`config.mk`:
```
export PLATFORM = sky130hd
export DESIGN_NAME = conv_input_loader
export DESIGN_NICKNAME = d
export VERILOG_FILES = /design/src/rtl/conv_pkg.sv /design/src/rtl/conv_frame_shadow.sv /design/src/rtl/conv_input_loader.sv
export SDC_FILE = /design/constraint.sdc
export NUM_CORES = 1
export LEC_CHECK = 0
export ABC_CLOCK_PERIOD_IN_PS = 7100
export BUFFER_PORTS_ARGS = -buffer_cell sky130_fd_sc_hd__buf_2
export CAP_MARGIN = 20
export CELL_PAD_IN_SITES_DETAIL_PLACEMENT = 1
export CELL_PAD_IN_SITES_GLOBAL_PLACEMENT = 1
export CORE_UTILIZATION = 48
export DETAILED_ROUTE_END_ITERATION = 16
export PLACE_DENSITY = 0.92
export SKIP_LAST_GASP = 1
export SLEW_MARGIN = 15
export SYNTH_ARGS = -nofsm -noshare
export SYNTH_HDL_FRONTEND = slang
export SYNTH_HIERARCHICAL = 1
export SYNTH_SLANG_ARGS = --single-unit
```
`constraint.sdc`:
```
create_clock -name clk -period 7.1 [get_ports clk]
set_clock_uncertainty 0.05 [all_clocks]
set_input_delay 1.065 -clock clk [delete_from_list [all_inputs] [get_ports clk]]
set_output_delay 1.065 -clock clk [all_outputs]
set_load 0.01 [all_outputs]
```
`src/rtl/conv_pkg.sv`:
```
// Shared constants for the convolution datapath: frame geometry and the
// 2-bit loader state encoding used on the state buses between stages.
package conv_pkg;

    localparam int unsigned PIX_W       = 8;
    localparam int unsigned DATA_DIM    = 4;
    localparam int unsigned FILT_DIM    = 3;
    localparam int unsigned FILT_BYTES  = FILT_DIM * FILT_DIM;
    localparam int unsigned DATA_BYTES  = DATA_DIM * DATA_DIM;
    localparam int unsigned FRAME_BYTES = FILT_BYTES + DATA_BYTES;
    localparam int unsigned IDX_W       = 5;
    localparam int unsigned FILT_W      = FILT_BYTES * PIX_W;
    localparam int unsigned DATA_W      = DATA_BYTES * PIX_W;

    // Loader state encoding
    localparam logic [1:0] S_IDLE      = 2'd0;
    localparam logic [1:0] S_LOAD_FILT = 2'd1;
    localparam logic [1:0] S_LOAD_DATA = 2'd2;
    localparam logic [1:0] S_FULL      = 2'd3;

endpackage

```
`src/rtl/conv_frame_shadow.sv`:
```
// Shadow frame buffer: FRAME_BYTES x PIX_W byte-addressed register file.
// Indices 0..FILT_BYTES-1 hold the filter, the rest hold the data tile.
// Ports:
//   clk, rst  : clock, synchronous active-high reset (clears all bytes)
//   we, idx   : write enable and byte index
//   wdata     : byte to write
//   filt      : flat filter view, byte k at [8k+7:8k]
//   data      : flat data-tile view, byte k at [8k+7:8k]
module conv_frame_shadow
    import conv_pkg::*;
(
    input  logic                clk,
    input  logic                rst,
    input  logic                we,
    input  logic [IDX_W-1:0]    idx,
    input  logic [PIX_W-1:0]    wdata,
    output logic [FILT_W-1:0]   filt,
    output logic [DATA_W-1:0]   data
);

    logic [PIX_W-1:0] mem [FRAME_BYTES];

    // Byte write port; out-of-range indices are dropped
    always_ff @(posedge clk) begin
        if (rst) begin
            for (int i = 0; i < int'(FRAME_BYTES); i++) begin
                mem[i] <= '0;
            end
        end else if (we && (idx < IDX_W'(FRAME_BYTES))) begin
            mem[idx] <= wdata;
        end
    end

    // Flat views of the two regions
    for (genvar g = 0; g < int'(FILT_BYTES); g++) begin : g_filt
        assign filt[g*PIX_W +: PIX_W] = mem[g];
    end

    for (genvar g = 0; g < int'(DATA_BYTES); g++) begin : g_data
        assign data[g*PIX_W +: PIX_W] = mem[FILT_BYTES + g];
    end

endmodule

```
`src/rtl/conv_input_loader.sv`:
```
// Input loader: assembles a 3x3 filter followed by a 4x4 data tile from a
// valid/ready byte stream into a shadow buffer, then commits the whole frame
// atomically to DATA/FILTER under a frame_valid/frame_ack handshake.
// Ports:
//   clk, rst     : clock, synchronous active-high reset
//   in_data      : stream byte
//   in_valid     : in_data valid
//   in_ready     : loader accepts a byte this cycle
//   abort        : discard the partially loaded frame
//   frame_ack    : controller has consumed the committed frame
//   frame_valid  : DATA/FILTER hold an unacknowledged frame
//   DATA, FILTER : committed frame, byte k at [8k+7:8k], row-major
//   busy         : shadow buffer partially or fully loaded
module conv_input_loader
    import conv_pkg::*;
(
    input  logic                clk,
    input  logic                rst,
    input  logic [PIX_W-1:0]    in_data,
    input  logic                in_valid,
    output logic                in_ready,
    input  logic                abort,
    input  logic                frame_ack,
    output logic                frame_valid,
    output logic [DATA_W-1:0]   DATA,
    output logic [FILT_W-1:0]   FILTER,
    output logic                busy
);

    logic [1:0]        state;
    logic [IDX_W-1:0]  byte_cnt;
    logic              xfer;
    logic              commit;
    logic              last_filt;
    logic              last_byte;
    logic [FILT_W-1:0] shadow_filt;
    logic [DATA_W-1:0] shadow_data;

    // Handshake is a function of registered state and abort only
    assign in_ready  = (state != S_FULL) & ~abort;
    assign busy      = (state != S_IDLE);
    assign xfer      = in_valid & in_ready;
    // abort suppresses a same-cycle commit
    assign commit    = (state == S_FULL) & (~frame_valid | frame_ack) & ~abort;
    assign last_filt = (byte_cnt == IDX_W'(FILT_BYTES - 1));
    assign last_byte = (byte_cnt == IDX_W'(FRAME_BYTES - 1));

    conv_frame_shadow u_shadow (
        .clk   (clk),
        .rst   (rst),
        .we    (xfer),
        .idx   (byte_cnt),
        .wdata (in_data),
        .filt  (shadow_filt),
        .data  (shadow_data)
    );

    // Loader FSM and byte counter; counter parks at the last index while full
    always_ff @(posedge clk) begin
        if (rst) begin
            state    <= S_IDLE;
            byte_cnt <= '0;
        end else if (abort || commit) begin
            state    <= S_IDLE;
            byte_cnt <= '0;
        end else if (xfer) begin
            case (state)
                S_IDLE:      state <= S_LOAD_FILT;
                S_LOAD_FILT: if (last_filt) state <= S_LOAD_DATA;
                S_LOAD_DATA: if (last_byte) state <= S_FULL;
                default:     state <= state;
            endcase
            if (!last_byte) begin
                byte_cnt <= byte_cnt + 1'b1;
            end
        end
    end

    // Committed frame and its handshake; ack+commit together keeps frame_valid high
    always_ff @(posedge clk) begin
        if (rst) begin
            DATA        <= '0;
            FILTER      <= '0;
            frame_valid <= 1'b0;
        end else if (commit) begin
            DATA        <= shadow_data;
            FILTER      <= shadow_filt;
            frame_valid <= 1'b1;
        end else if (frame_ack && frame_valid) begin
            frame_valid <= 1'b0;
        end
    end

endmodule
```
After elaboration in Yosys (flattened, before gate mapping)
Memory sizes are Yosys's and may differ from the RTL's. A register that Yosys moved wholly into a read port is not among the register bits.
Index checks and enable logic that the tools add are counted.
Storage, ports and cells
  bits in registers: 8
  memories kept: 1
  word-level logic and storage cells: 46
  output and inout port bits: 203
  input port bits: 13
  memory bits (writable): 200
Memories
  u_shadow.mem: depth 25, width 8, rd ports 25, clocked after memory_dff 25, write ports 25, RTL line conv_frame_shadow.sv:21  | logic [PIX_W-1:0] mem [FRAME_BYTES];
Cells by class
  bitwise gates (word level): 8
  add/sub/neg operators: 1
  order comparisons: 1
  reduce and logical (&&, ||, !) cells: 11
  equality and inequality tests: 8
  mux-type cells: 13
Operators with widths (count)
  $mux W1: 8
  $mux W8: 1
  $reduce_or A8 Y1: 1
  $ne A2 B2 Y1 const B: 3
  $pmux W2 S3: 1
  $add A5 B1 Y5 const B: 1
  $eq A5 B4 Y1 const B: 1
  $eq A5 B5 Y1 const B: 1
  $lt A5 B5 Y1 const B: 1
  $mux W5: 1
  $and A1 B1 Y1: 4
  $eq A2 B2 Y1 const B: 2
  $mux W2: 2
  $reduce_and A4 Y1: 1
  $reduce_bool A2 Y1: 2
  $not A1 Y1: 3
  $reduce_bool A3 Y1: 1
  $eq A2 B1 Y1 const B: 1
  $logic_and A1 B1 Y1: 2
  $logic_not A2 Y1: 1
  $reduce_and A2 Y1: 1
  $reduce_or A2 Y1: 1
  $logic_or A1 B1 Y1: 1
  $or A1 B1 Y1: 1

Longest topological paths before layout
Gate-level depths: netlist of run 1.
  depth in word-level cells: 9
  mapped depth: 8
  gate-level depth less buffers: 6

Cells and area by module
Netlist of run 1, hierarchy kept.
By module, submodules not included
  conv_frame_shadow: cells each 531, seq. area each 6005.8 µm², times used 1, area each 7970.1 µm²
  conv_input_loader: cells each 925, seq. area each 4164.0 µm², times used 1, area each 7302.0 µm²

Worst setup path after synthesis of run 1
No wires, ideal clock.
  kind: input port to flip-flop
  start: input abort
  end: memory u_shadow.mem[0][0], enable pin
  required time: 6675 ps
  slack: 4133 ps
  data arrival time: 2543 ps
  setup time: 375 ps
  stages on the path: 4
  buffers on the path: 1
  cells stage by stage: nor3b_2 -> or4b_1 -> buf_2 -> o21bai_1
RTL lines
  start, declared: RTL line conv_input_loader.sv:22  | input logic abort,
  end, declared: RTL line conv_frame_shadow.sv:21

==> results of run 1 <==
==> layout by cell type (no fill, tap or decap), types with 2 or more instances in the layout <==
master	netlist	final
clkbuf_1	83	9
inv_1	16	16
o21bai_1	8	8
dfxtp_1	208	208
inv_6	0	2
nor3b_2	4	4
a21oi_1	202	202
buf_4	2	8
clkinv_1	0	5
nor3_1	97	96
nand4_1	2	2
ha_1	8	8
and3_1	96	96
mux2i_1	2	2
nand3b_1	11	11
bufinv_16	0	4
nor2_1	7	7
nor3_2	8	9
o31ai_1	2	2
and4bb_2	2	2
nand2b_1	4	4
clkbuf_8	0	5
xnor2_1	2	2
nor2b_1	3	3
buf_2	41	214
clkinv_2	0	10
a21o_1	12	12
nand2_1	406	406
clkbuf_16	0	42
a41o_1	2	2
or3b_1	3	3
edfxtp_1	200	200
==> through the flow <==
step / utilization [%] / cells / area (sq um) / worst slack [ps]
after global placement: 53.0 / 1944 / 16400 / 3540
after CTS: 57.4 / 2022 / 17700 / 3890
after detailed placement: 53.0 / 1944 / 16400 / 3340
final: 57.4 / 2022 / 17700 / 3880
after global routing: 57.4 / 2022 / 17700 / 3780
after floorplan: - / 1456 / 15300 / 4130
==> cell families after synthesis <==
family | Yosys count
mux | 3
buf+inv | 148
flops | 408
simple gates | 653
compound gates | 233
fa+ha+maj | 8
xor+xnor | 3
==> flip-flops by register name, indices dropped and copies added, names as in the netlist <==
register,count
byte_cnt,5
FILTER,72
state,2
DATA,128
frame_valid,1
u_shadow/mem,200
==> worst reg2reg max path, stage by stage (launching register included) <==
cell and delay [ps]:
dfxtp_1 360, ha_1 280, nor3b_2 180, buf_4 260
or4b_1 880, o21bai_1 800
==> where the power goes <==
group          internal [mW]  switching, mW
clock                   1.29          0.907
sequential              2.50         0.0166
combinational         0.0164         0.0868
==> worst min-delay path by stage <==
stage / slack, ps / startpoint / to / depth (start not counted)
6_report: 400 / DATA[62] / DATA[62] / 2
5_1_grt: 420 / DATA[62] / DATA[62] / 2
4_1_cts: 400 / DATA[62] / DATA[62] / 2
3_5_place_dp: 400 / DATA[49] / DATA[49] / 2
3_3_place_gp: 390 / DATA[104] / DATA[104] / 2
2_1_floorplan: 420 / u_shadow/mem[9][0] / DATA[0] / 2
==> area by class of cell <==
class | instances | area, sq um | share of cell area (%)
clock buffer | 56 | 1150 | 6.50
clock inverter | 22 | 223 | 1.25
inverter | 16 | 60.1 | 0.338
multi-input combinational | 900 | 4480 | 25.3
sequential | 408 | 10200 | 57.3
tap | 396 | 495 | 2.79
timing repair buffer | 224 | 1160 | 6.55
==> routing by layer <==
metal / share of wire [%] / track usage (%)
met4: 3.6 / 11.4
met1: 40 / 33.4
met5: 0 / 0
met2: 50 / 46.5
met3: 6.8 / 3.94
==> impl_metrics.tcl, run 1 <==
set metrics [dict create \
    status "complete, no violations" \
    core_region_area_sq_mm 0.0309 \
    muxShareOfSynthArea_pct 0.229 \
    ys_ff_latch 408 \
    cts_buffer_depth 3 \
    post-synth-top-count-cell "nand2_1" \
    synth_top_family_by_area "simple AND/OR/NAND/NOR gates" \
    power_mw 4.82 \
    synth_edf_count 200 \
    synthAdderAreaFrac_pct 0.655 \
    tightest_slew_ps 985 \
    cp.required_ps 7210 \
    whs_ps 401 \
    rsz0062_at_grt "no" \
    cp-startpoint "abort" \
    setup_tns_ps 0 \
    nets 1613 \
    area_delta_synth_final_pct 16.2 \
    r2r_cells 5 \
    cp-end-kind "register" \
    synth_top_cell_by_area "edfxtp_1" \
    rows 64 \
    critPathBufInv 2 \
    max-vdd-ir-drop_mv 0.160 \
    synthSimpleGateAreaFrac_pct 19.9 \
    syn_nets 1477 \
    holdCritPathClass "register to register" \
    r2r_slack_ps 3910 \
    final.period_utilization_pct 45.4 \
    worst-endpoint-arrival_ps 3330 \
    setup_violations 0 \
    post-dp-hpwl_um 27100 \
    maxSlewViolCount 0 \
    max_freq_mhz 310 \
    synthXorXnorAreaFrac_pct 0.172 \
    fp.dieW_um 180 \
    cts_resized 0 \
    worst_slew_margin_rel_pct 34.4 \
    grtUsageTotal_pct 26.8 \
    antenna_found_initial 0 \
    synth.area.top_cells "edfxtp_1, dfxtp_1, nand2_1" \
    crit_path_top_delay_cell "or4b_1" \
    drc 0 \
    pin_count 216 \
    syn_avg_cell_area_sq_um 10.5 \
    synth_common_cells "nand2_1, dfxtp_1, a21oi_1" \
    cp_cell_sequence "buf_2 -> nor3b_2 -> buf_4 -> or4b_1 -> o21bai_1" \
    io_buffers 215 \
    drive_above_1_share_pct 19.1 \
    cellPowerDensity_mw_per_mm2 272 \
    min_period_ps 3220 \
    synth_warnings 6 \
    async_flop_share_pct 0 \
    cp_slowest_stage_delay_ps 870 \
    holdBufCountCts 0 \
    critPathMaxFanout 21 \
    cap_violations 0 \
    drtIter0Drc 999 \
    ys_seq_area_share_pct 66.6 \
    die_y_um 180 \
    antenna_cells 0 \
    crit_end "u_shadow/mem[16][1]" \
    cts_max_level 2 \
    worstSetupPathType "input port to register" \
    gp_congestion 0.774 \
    cts.clk_slew.worst_paths_ps 60 \
    start_kind "input port" \
    r2r-end "u_shadow/mem[16][1]" \
    avgViaCountPerCell 5.69 \
    rr_startpoint "state[0]" \
    synth.distinct_cells 46 \
    wire_per_inst_um 21.8 \
    cp_top_family "simple AND/OR/NAND/NOR gates" \
    wirelength_um 44000 \
    synth-compound-area-share_pct 8.30 \
    grt_pass1_vias 12200 \
    p_leak_nw 7.05 \
    grt_overflow 0 \
    numCtsBuffers 42 \
    grt_max_degree 201 \
    initial_core_util_pct 49.4 \
    netlist_area_sq_mm 0.0153 \
    fp.dieArea_sq_mm 0.0325 \
    routed-via-count 11500 \
    synth_top_area_share_pct 39.3 \
    ant_nets 0 \
    hold_viol 0 \
    cts_setup_buffers 0 \
    dr.pass1.iters 5 \
    clk_latency_ps 540 \
    yosys_most_used_dff "dfxtp_1" \
    grt_pass1_wl_um 68000 \
    synthesis.instances 1456 \
    clockRootBuffer "clkbuf_16" \
    fillCellCount 3341 \
    numClockSinks 408 \
    cp.depth 5 \
    cts_tree "built" \
]
Note: power is estimated with default switching activity, not from simulation.
==> inputs of run 2 (changes only) <==
Settings changed: ABC_AREA from default to 1, ABC_CLOCK_PERIOD_IN_PS 7100 to 3100, CORE_UTILIZATION 48 to 44, PLACE_DENSITY 0.92 to 0.87.
Clock period 7.1 ns to 3.1 ns, I/O delays scaled along.
==> impl_metrics.tcl, run 2 <==
set metrics [dict create \
    status "complete, no violations" \
    cts.clk_slew.worst_paths_ps 60 \
    gp_congestion 0.788 \
    cts_tree "built" \
    cts_setup_buffers 0 \
    p_clk_share_pct 44.4 \
    critPathMaxFanout 9 \
    cp.required_ps 3240 \
    rows 66 \
    preCtsSetupSlack_ps 552 \
    rsz0062_at_grt "no" \
    netlist_area_sq_mm 0.0148 \
    clk_latency_ps 520 \
    initial_core_util_pct 45.1 \
    wire_per_inst_um 19.1 \
    p_leak_nw 8.07 \
    numClockSinks 408 \
    synth.distinct_cells 29 \
    maxSlewViolCount 0 \
    core_region_area_sq_mm 0.0328 \
    final_cell_mix "nor2_1, buf_2, dfxtp_1" \
    antenna_found_initial 0 \
    ys_seq_area_share_pct 68.7 \
    dr.pass1.iters 6 \
    worstSetupPathType "register to register" \
    cap_violations 0 \
    start_kind "register" \
    io_buffers 215 \
    top_register "u_shadow/mem" \
    ant_nets 0 \
    final.period_utilization_pct 82.8 \
    die_y_um 185 \
    antenna_cells 0 \
    multiInputGateArea_sq_mm 0.00397 \
    layout_setup_ws_ps 534 \
    grtUsageTotal_pct 23.7 \
    grt_pass1_wl_um 62100 \
    setup_violations 0 \
    area_delta_synth_final_pct 18.1 \
    fillCellCount 3646 \
    p_sw_mw 2.25 \
    cellPowerDensity_mw_per_mm2 623 \
    intPower_mw 8.64 \
    fp.dieW_um 185 \
    cp_slowest_stage_delay_ps 480 \
    synth_top_cell_by_area "edfxtp_1" \
    drtIter0Drc 740 \
    cp-end-kind "register" \
    pin_count 216 \
    synth_warnings 6 \
    nets 1665 \
    drive_above_1_share_pct 19.5 \
    numCtsBuffers 42 \
    post-dp-hpwl_um 25800 \
    synth.area.top_cells "edfxtp_1, dfxtp_1, nor2_1" \
    cts_max_level 2 \
    layout.area.seq_sq_mm 0.0102 \
    async_flop_share_pct 0 \
    synth_top_area_share_pct 40.6 \
    grt_pass1_vias 11200 \
    tightest_slew_ps 852 \
    clockRootBuffer "clkbuf_16" \
    synthesis.instances 1454 \
    synth_common_cells "nor2_1, dfxtp_1, edfxtp_1" \
    min_period_ps 2570 \
    synth_edf_count 200 \
    pwr-share-comb_pct 2.4 \
    max-vdd-ir-drop_mv 0.347 \
    max_freq_mhz 390 \
    wirelength_um 40500 \
    setup_tns_ps 0 \
    ys_ff_latch 408 \
    p_sw_share_pct 20.7 \
    cp_cell_sequence "ha_1 -> nor2_2 -> nand2_1 -> inv_1 -> nand2_2 -> nor3_4 -> nand2_2 -> nand2_1" \
    yosys_most_used_dff "dfxtp_1" \
    avgViaCountPerCell 5.17 \
    drc 0 \
    holdCritPathClass "input port to register" \
    post-synth-top-count-cell "nor2_1" \
    seqPwrFrac_pct 53.2 \
    top_regs "u_shadow/mem (200), DATA (128), FILTER (72)" \
    grt_max_degree 201 \
    routed-via-count 11000 \
    grt_overflow 0 \
    largest_reg_flops 200 \
    syn_nets 1475 \
    cts_buffer_depth 3 \
    holdBufCountCts 0 \
    crit_path_top_delay_cell "nor3_4" \
    worst-endpoint-arrival_ps 2700 \
    syn_avg_cell_area_sq_um 10.2 \
    hold_viol 0 \
    cts_resized 0 \
    worst_slew_margin_rel_pct 43.2 \
    power_mw 10.9 \
    mostFrequentLayoutCell "nor2_1" \
    fp.dieArea_sq_mm 0.0344 \
]
[run 2: area by class of cell]
type	instances	area share [%]
flip-flops and latches	408	58.2
multi-input cells	927	22.7
repair buffers	230	7.43
clock buffers	66	7.32
well taps	442	3.16
inverters	35	0.795
clock inverters	12	0.351
[run 2: cell families (layout without fill, tap and decap cells)]
| kind of cell | count (synthesis) | after routing | share of synthesized area (%) |
|---|---|---|---|
| simple gates | 710 | 710 | 19.0 |
| flops | 408 | 408 | 68.7 |
| compound gates | 207 | 207 | 7.02 |
| buf+inv | 119 | 343 | 4.42 |
| fa+ha+maj | 8 | 8 | 0.676 |
| xor+xnor | 2 | 2 | 0.118 |
[run 2: routing by layer]
layer  global-route usage, %  vias up  routed length, um
met5                       0        -                  0
met4                    6.98        0               1030
met3                    3.64       81               2340
met2                    40.8      381              19700
met1                    30.6     5355              17400
li1                        -     5133                  -
[run 2: final timing paths]
| path | from | to | slack, ps | cells after the start |
|---|---|---|---|---|
| worst max-delay path | state[0] | u_shadow/mem[20][2] | 530 | 8 |
| worst min-delay path | frame_ack | frame_valid | 330 | 6 |
| worst max register to register | state[0] | u_shadow/mem[20][2] | 530 | 8 |
| worst min register to register | u_shadow/mem[6][2] | FILTER[50] | 420 | 2 |
[run 2: critical path, delay by kind of cell (launching register included)]
kind	cells	cell delay, ps
adders and majority gates	1	260
and+or+nand+nor	6	1430
buffers and inverters	1	100
DFF	1	370
[run 2: per-stage QoR]
stage / util [%] / std cells / hold slack (ps) / cell area [sq um]
finish: 53.3 / 2120 / 331 / 17500
global route: 53.3 / 2120 / 337 / 17500
CTS: 53.3 / 2120 / 315 / 17500
detailed placement: 49.2 / 2042 / 414 / 16100
global placement: 49.0 / 2039 / 405 / 16100
floorplan: - / 1454 / 397 / 14800
[run 2: power by group through the flow]
stage / clock network (mW) / logic (mW) / registers (mW)
detailed placement: 0 / 0.264 / 5.91
global route: 5.12 / 0.287 / 5.80
global placement: 0 / 0.241 / 5.90
finish: 4.83 / 0.266 / 5.79
CTS: 4.93 / 0.267 / 5.79
floorplan: 0 / 0.146 / 5.89
==> inputs of run 3 (changes only) <==
Settings changed: ABC_AREA 1 to 0, ABC_CLOCK_PERIOD_IN_PS 3100 to 2600, PLACE_DENSITY 0.87 to 0.86.
Clock period 3.1 ns to 2.6 ns, I/O delays scaled along.
==> impl_metrics.tcl, run 3 (synthesis gave the netlist of run 1 again) <==
set metrics [dict create \
    setup_tns_ps 0 \
    top_regs "u_shadow/mem (200), DATA (128), FILTER (72)" \
    intPower_mw 10.4 \
    drtIter0Drc 942 \
    area_delta_synth_final_pct 18.6 \
    seqPwrFrac_pct 52.4 \
    worst_slew_margin_rel_pct 36.0 \
    final_core_util_pct 53.5 \
    io_buffers 215 \
    rsz0062_at_grt "no" \
    finalNonFillerCells 2109 \
    r2r_slack_ps 130 \
    r2r-end "u_shadow/mem[19][7]" \
    tightest_slew_ps 959 \
    min_period_ps 2470 \
    cts_tree "built" \
    preCtsSetupSlack_ps 173 \
    drc 0 \
    pin_count 216 \
    start_kind "register" \
    clk_latency_ps 530 \
    p_sw_mw 2.77 \
    status "complete, no violations" \
    wire_per_inst_um 21.0 \
    p_clk_share_pct 45.3 \
    top_register "u_shadow/mem" \
    cts_setup_buffers 0 \
    r2r_cells 6 \
    cts_max_level 2 \
    crit_end "u_shadow/mem[19][7]" \
    cp-end-kind "register" \
    cts_buffer_depth 3 \
    power_mw 13.1 \
    numClockSinks 408 \
    fp.dieArea_sq_mm 0.0355 \
    final_cell_mix "nand2_1, buf_2, dfxtp_1" \
    drive_above_1_share_pct 20.7 \
    maxSlewViolCount 0 \
    fillCellCount 3703 \
    ant_nets 0 \
    holdCritPathClass "input port to register" \
    dr.pass1.iters 7 \
    post-dp-hpwl_um 28100 \
    place_area_sq_mm 0.0168 \
    placed_cells 2032 \
    max-vdd-ir-drop_mv 0.444 \
    avgViaCountPerCell 5.51 \
    whs_ps 101 \
    antenna_cells 0 \
    routed-via-count 11600 \
    worstSetupPathType "register to register" \
    cap_violations 0 \
    grt_overflow 0 \
    core_region_area_sq_mm 0.0339 \
    grtUsageTotal_pct 24.9 \
    setup_violations 0 \
    numCtsBuffers 42 \
    hold_viol 0 \
    pwr-share-comb_pct 2.3 \
    largest_reg_flops 200 \
    die_y_um 188 \
    grt_pass1_vias 12100 \
    nets 1649 \
    final.period_utilization_pct 94.8 \
    cp-startpoint "state[0]" \
    cellPowerDensity_mw_per_mm2 725 \
    max_freq_mhz 406 \
    postLayoutCellArea_sq_mm 0.0181 \
    p_leak_nw 7.22 \
    mostFrequentLayoutCell "nand2_1" \
    p_sw_share_pct 21.1 \
    rr_startpoint "state[0]" \
    grt_max_degree 144 \
    fp.dieW_um 188 \
    grt_pass1_wl_um 68600 \
    critPathMaxFanout 29 \
    initial_core_util_pct 45.1 \
    antenna_found_initial 0 \
    cts.clk_slew.worst_paths_ps 60 \
    cp.required_ps 2740 \
    wirelength_um 44400 \
    worst-endpoint-arrival_ps 2610 \
    gp_congestion 0.810 \
    layout_setup_ws_ps 135 \
    clockRootBuffer "clkbuf_16" \
    rows 67 \
]
## run 3: changes by cell type in the layout (fill, tap and decap cells not counted), sizes merged, moves of 11 or more
cell	change
nand3b	+11
nor2	-614
buf	+30
a21oi	+198
o21ai	-201
nor3	+103
a21o	+12
nand3	-12
nand2	+336
and3	+96
## run 3: power by group through the flow
stage / Sequential (mW) / Combinational (mW) / Clock (mW)
floorplan: 6.99 / 0.173 / 0
finish: 6.88 / 0.303 / 5.94
detailed placement: 7.02 / 0.295 / 0
global placement: 7.02 / 0.282 / 0
global route: 6.89 / 0.319 / 6.27
CTS: 6.88 / 0.300 / 6.03
## run 3: timing repair
| item | 4_1_cts | 5_1_grt |
|---|---|---|
| hold buffers | 0 | 0 |
| endpoints found under the setup margin | 0 | 8 |
| gates resized for setup | 0 | 1 |
## run 3: routing by layer
layer	GRT usage [%]	vias up	wire length, um
li1	-	5325	-
met1	31.6	5736	18100
met2	41.5	452	21600
met3	3.95	106	2800
met4	12.1	0	1940
met5	0	-	0
## run 3: final cells by class
type | count | area [sq um] | area share, %
clock inverter | 21 | 184 | 1.02
timing repair buffer | 260 | 1480 | 8.19
tap | 448 | 561 | 3.10
sequential | 408 | 10200 | 56.2
inverter | 16 | 60.1 | 0.332
multi-input combinational | 900 | 4490 | 24.8
clock buffer | 56 | 1170 | 6.44
## run 3: how the worst min path moves through the flow
stage	start	depth (start not counted)	end	slack, ps
floorplan	u_shadow/mem[9][0]	2	DATA[0]	420
global placement	FILTER[12]	2	FILTER[12]	390
detailed placement	DATA[44]	2	DATA[44]	400
CTS	rst	2	FILTER[69]	70
global route	rst	2	FILTER[70]	90
finish	rst	2	FILTER[69]	100
## run 3: critical path, cell delays in order (launching register included)
cell     delay [ps]
dfxtp_1         360
ha_1            270
nor3b_2         220
buf_4           280
and4b_1         240
buf_4           290
a21o_1          400
